==> config.mk <==
export PLATFORM = sky130hd
export DESIGN_NAME = shift_add_mult
export DESIGN_NICKNAME = d
export VERILOG_FILES = /design/src/rtl/fouradder.sv /design/src/rtl/shift_add_mult.sv
export SDC_FILE = /design/constraint.sdc
export NUM_CORES = 1
export LEC_CHECK = 0
export CAP_MARGIN = 20
export CORE_AREA = 2 2 53 55
export DETAILED_ROUTE_END_ITERATION = 7
export DIE_AREA = 0 0 55 57
export PLACE_DENSITY = 0.66
export SYNTH_ARGS = -nofsm -noshare
export SYNTH_HDL_FRONTEND = slang
export SYNTH_SLANG_ARGS = --single-unit
==> constraint.sdc <==
create_clock -name Clk -period 2.34 [get_ports Clk]
set_input_delay 0.702 -clock Clk [delete_from_list [all_inputs] [get_ports Clk]]
set_output_delay 0.702 -clock Clk [all_outputs]
set_load 0.01 [all_outputs]
==> src/rtl/fouradder.sv <==
// 4-bit ripple-carry adder assembled from full-adder cells.
// Sum and carry-out are purely combinational.
module fouradder (
  output logic [3:0] S,
  output logic       Cout,
  input  logic [3:0] A,
  input  logic [3:0] B,
  input  logic       Cin
);

  // Returns {carry_out, sum} of a single-bit full adder.
  function automatic logic [1:0] full_add(input logic a, input logic b, input logic c);
    return {(a & b) | (a & c) | (b & c), a ^ b ^ c};
  endfunction

  logic [4:0] carry_s;

  // Ripple the carry from bit 0 to bit 3.
  always_comb begin
    carry_s    = 5'd0;
    S          = 4'd0;
    carry_s[0] = Cin;
    for (int i = 0; i < 4; i++) begin
      {carry_s[i+1], S[i]} = full_add(A[i], B[i], carry_s[i]);
    end
    Cout = carry_s[4];
  end

endmodule

==> src/rtl/shift_add_mult.sv <==
// Sequential 4x4 unsigned multiplier: one add-and-shift step per clock,
// four steps per product, using a single fouradder for the accumulation.
module shift_add_mult (
  input  logic       Clk,
  input  logic       Reset,
  input  logic       Start,
  input  logic [3:0] A,
  input  logic [3:0] B,
  output logic       Busy,
  output logic       Done,
  output logic [7:0] P
);

  localparam logic [1:0] IDLE = 2'd0;
  localparam logic [1:0] RUN  = 2'd1;
  localparam logic [1:0] DONE = 2'd2;

  logic [1:0] state_q, state_d;
  logic [3:0] m_q, m_d;
  logic [3:0] q_q, q_d;
  logic [3:0] acc_q, acc_d;
  logic       c_q, c_d;
  logic [2:0] cnt_q, cnt_d;
  logic [7:0] p_q, p_d;
  logic [3:0] sum_s;
  logic       cout_s;
  logic [4:0] pre_s;

  fouradder u_add (
    .S    (sum_s),
    .Cout (cout_s),
    .A    (acc_q),
    .B    (m_q),
    .Cin  (1'b0)
  );

  // All state: FSM, operands, accumulator, counter and product.
  always_ff @(posedge Clk) begin
    if (Reset) begin
      state_q <= IDLE;
      m_q     <= 4'd0;
      q_q     <= 4'd0;
      acc_q   <= 4'd0;
      c_q     <= 1'b0;
      cnt_q   <= 3'd0;
      p_q     <= 8'd0;
    end else begin
      state_q <= state_d;
      m_q     <= m_d;
      q_q     <= q_d;
      acc_q   <= acc_d;
      c_q     <= c_d;
      cnt_q   <= cnt_d;
      p_q     <= p_d;
    end
  end

  // Next-state selection.
  always_comb begin
    state_d = state_q;
    case (state_q)
      IDLE: begin
        if (Start) state_d = RUN;
        else       state_d = IDLE;
      end
      RUN: begin
        if (cnt_q == 3'd3) state_d = DONE;
        else               state_d = RUN;
      end
      DONE:    state_d = IDLE;
      default: state_d = IDLE;
    endcase
  end

  // Datapath next values; the shifted-out carry lands in Acc[3], so C is
  // always 0 between RUN edges and the no-add branch keeps {C,Acc} as is.
  always_comb begin
    m_d   = m_q;
    q_d   = q_q;
    acc_d = acc_q;
    c_d   = c_q;
    cnt_d = cnt_q;
    p_d   = p_q;
    pre_s = {c_q, acc_q};
    case (state_q)
      IDLE: begin
        if (Start) begin
          m_d   = A;
          q_d   = B;
          acc_d = 4'd0;
          c_d   = 1'b0;
          cnt_d = 3'd0;
        end else begin
          m_d   = m_q;
          q_d   = q_q;
        end
      end
      RUN: begin
        if (q_q[0]) pre_s = {cout_s, sum_s};
        else        pre_s = {c_q, acc_q};
        {c_d, acc_d, q_d} = {1'b0, pre_s, q_q[3:1]};
        cnt_d = cnt_q + 3'd1;
        if (cnt_q == 3'd3) p_d = {acc_d, q_d};
        else               p_d = p_q;
      end
      DONE: begin
        cnt_d = cnt_q;
      end
      default: begin
        cnt_d = 3'd0;
      end
    endcase
  end

  // Status outputs decoded straight from the state register.
  always_comb begin
    Busy = 1'b0;
    Done = 1'b0;
    case (state_q)
      RUN:     Busy = 1'b1;
      DONE:    Done = 1'b1;
      default: begin
        Busy = 1'b0;
        Done = 1'b0;
      end
    endcase
  end

  assign P = p_q;

endmodule
==> summary.md <==
| Metric | Value |
|---|---|
| Status | finished clean |
| Pin count of the biggest net entering global routing | 26 |
| Critical path launch point type | register |
| Post-CTS Hold Buffers | 0 |
| Asr flop ratio synth | 0 |
| Syn_nets | 141 |
| CP Class | reg2out |
| Chip width | 55 um |
| Dominant cells by area after synthesis | dfxtp_1, a21oi_1, nand2_1 |
| Resize count post-CTS | 2 |
| I/O Pins | 21 |
| Adder-Cell Fraction of Synth Area | 0.0869 |
| Hold violation total from the final report | 0 |
| Leakage | 0.520 nW |
| Layout area overhead | 22.7% |
| Ys flop type | dfxtp_1 |
| Yosys top cell by area | dfxtp_1 |
| Arr. time, crit path | 1.51 ns |
| Routability Congestion | between 0.8 and 0.9 |
| Multi-input gate area | 548 um^2 |
| Slew margin rel. | 0.742 |
| Slew Limit Fails | 0 |
| Fin crit share | 0.947 |
| Setup TNS | 0 ns |
| Crit-path slowest cell | clkdlybuf4s50_1 |
| Multiplexer share of the synthesized area | 0.0267 |
| Post-layout util | 0.527 |
| H-tree Lvls | 1 |
| Vias in the first global route | 880 |
| Total Routing Usage GR | 0.169 |
| Number of synthesized flops with an enable pin | 0 |
| Total grt overflow | 0 |
| CP Data Required Time | approximately 1.6 ns |
| Placed Instance Area | about 1400 um^2 |
| Design Area, Final | 1380 um^2 |
| Power Density | 534 nW/um^2 |
| Vias per Instance | 5.23 |
| Slowest Stage Delay on Critical Path | about 0.55 ns |
| Worst hold-check path type | reg2reg |
| Nets | 162 |
| Initial antenna violation count | 0 |
| IO Port Bufs | 20 |
| DRT Wirelength | 2.31 mm |
| Post-Syn Area | between 1000 and 1500 um^2 |
| Share of layout cells above drive strength 1 | 0.0903 |
| First-pass DRT Iterations | 4 |
| Synth cell types | 28 |
| Fmax | 451 MHz |
| Max-Cap Viols | 0 |
| Critical Path End Type | output pin |
| Synthesis-stage register bit count | 25 |
| Area of the core | 2620 um^2 |
| Final Setup Violations | 0 |
| DP Cell Count | 171 |
| Antenna viol nets, final | 0 |
| Crit Path Max Fanout | 12 |
| Clock sink count | 25 |
| Die area | approximately 3100 um^2 |
| Syn Area/Cell | 9.06 um^2 |
| Clock transition at the registers of the reported paths | 0.14 ns |
| Setup Fix Bufs, Post-CTS | 0 |
| CTS root buf | clkbuf_4 |
| Mapped Cells | 124 |
| HPWL after detailed placement | about 1.7 mm |
| Register area share after synthesis | 0.445 |
| Synth warn | 0 |
| Sequential cell area | about 500 um^2 |
| # rows | 19 |
| # fillers | 263 |
| Largest family of logic cells by synthesized area | compound AO/OA/AOI/OAI gates |
| Min Clock Period, post-route | 2.22 ns |
| Most frequent cell after synthesis | dfxtp_1 |
| Fin Clk Skew | about 0.0045 ns |
| Worst vdd ir | 0.406 mV |
| CTS buffer count | 3 |
| Initial Util | 0.430 |
| Worst slew pin tran | 0.388 ns |
| Clock Latency Late Sink | 0.31 ns |
| Post-synthesis simple-gate area fraction | 0.153 |
| Diode count | 0 |
| RSZ-0062 raised after global routing | false |
| Die H | 57 um |
| Clk buf depth | 2 |
| WL per Instance | 13.2 um |
| Crit path cell chain | buf_4 -> nor2b_1 -> clkdlybuf4s50_1 |
| Finished Layout Cells | 175 |
| Top-area cell type share of the netlist area | 0.445 |
| Xor and xnor area share after synthesis | 0 |
| Global-route wire length before repair | approximately 4 mm |
| Vias after detailed routing | 915 |
| DRT iter0 DRCs | 15 |
| TritonCTS clock tree | done |
| Synth top cells by count | dfxtp_1, nand2_1, a21oi_1 |
| Remaining DRCs | 0 |
| Post-synthesis compound-gate area fraction | 0.222 |
-- metal layers --
metal,wire [um],up-vias,share of wire,GRT usage
met4,16,0,0.0069,0.0627
met5,0,-,0,0
met3,92,2,0.040,0.0393
met1,1040,436,0.45,0.225
met2,1160,13,0.50,0.265
li1,-,464,-,-
-- state kept, by name (all words and copies together) (netlist names) --
| signal | cells |
|---|---|
| m_q | 4 |
| cnt_q | 3 |
| P | 8 |
| q_q | 4 |
| acc_q | 4 |
| state_q | 2 |
-- cell type report --
| cell class | instances | area share |
|---|---|---|
| multi-input combinational | 81 | 0.397 |
| inverter | 11 | 0.0318 |
| clock buffer | 4 | 0.0191 |
| tap | 31 | 0.0281 |
| sequential | 25 | 0.363 |
| timing repair buffer | 23 | 0.161 |
-- layout by cell type (no fill, tap or decap), types with 2 or more instances in the layout --
cell type,instances
dfxtp_1,25
clkdlybuf4s50_1,19
nand2_1,18
a21oi_1,15
inv_1,10
nor2_1,10
a211oi_1,4
o21ai_0,4
a32oi_1,3
mux2i_1,3
a221oi_2,3
fa_1,3
ha_1,3
clkbuf_4,3
buf_4,3
o211ai_1,2
nand2b_1,2
nand3_1,2
a2bb2oi_1,2
-- metrics by stage --
step                power (W)  hold WS [ns]  setup slack [ns]
finish               0.000737         0.463             0.125
CTS                  0.000748         0.464             0.107
global placement     0.000552         0.444             0.283
floorplan            0.000519         0.445             0.331
detailed placement   0.000555         0.445             0.208
global route         0.000771         0.483            0.0223
-- power breakdown --
| group | switching (W) | leakage (nW) | total, W | internal [W] |
|---|---|---|---|---|
| Sequential | 0.0000130 | 0.204 | 0.000453 | 0.000440 |
| Clock | 0.000125 | 0.0150 | 0.000192 | 0.0000665 |
| Combinational | 0.0000485 | 0.302 | 0.0000927 | 0.0000441 |
| Total | 0.000187 | 0.520 | 0.000737 | 0.000550 |
-- worst max-delay path, delay by kind of cell, from the launching register on --
family	cells	cell delay (ns)
AND/OR/NAND/NOR	1	0.13
buffers and inverters	2	0.73
flip-flops	1	0.34
-- kinds of logic after synthesis --
| family | after synthesis |
|---|---|
| simple gates | 37 |
| compound gates | 35 |
| flops | 25 |
| mux | 3 |
| fa+ha+maj | 6 |
| buf+inv | 18 |
-- final timing paths --
check                                      startpoint  slack, ns               endpoint  depth (start not counted)
worst max-delay path            state_q[0]$_SDFF_PP0_       0.12                   Done                          3
worst min-delay path                P[0]$_SDFFE_PP0P_       0.46      P[0]$_SDFFE_PP0P_                          2
worst max register to register    m_q[0]$_SDFFE_PP0P_       0.14  acc_q[2]$_SDFFE_PP0P_                          9
worst min register to register      P[0]$_SDFFE_PP0P_       0.46      P[0]$_SDFFE_PP0P_                          2
(Power assumes the default switching activity.)
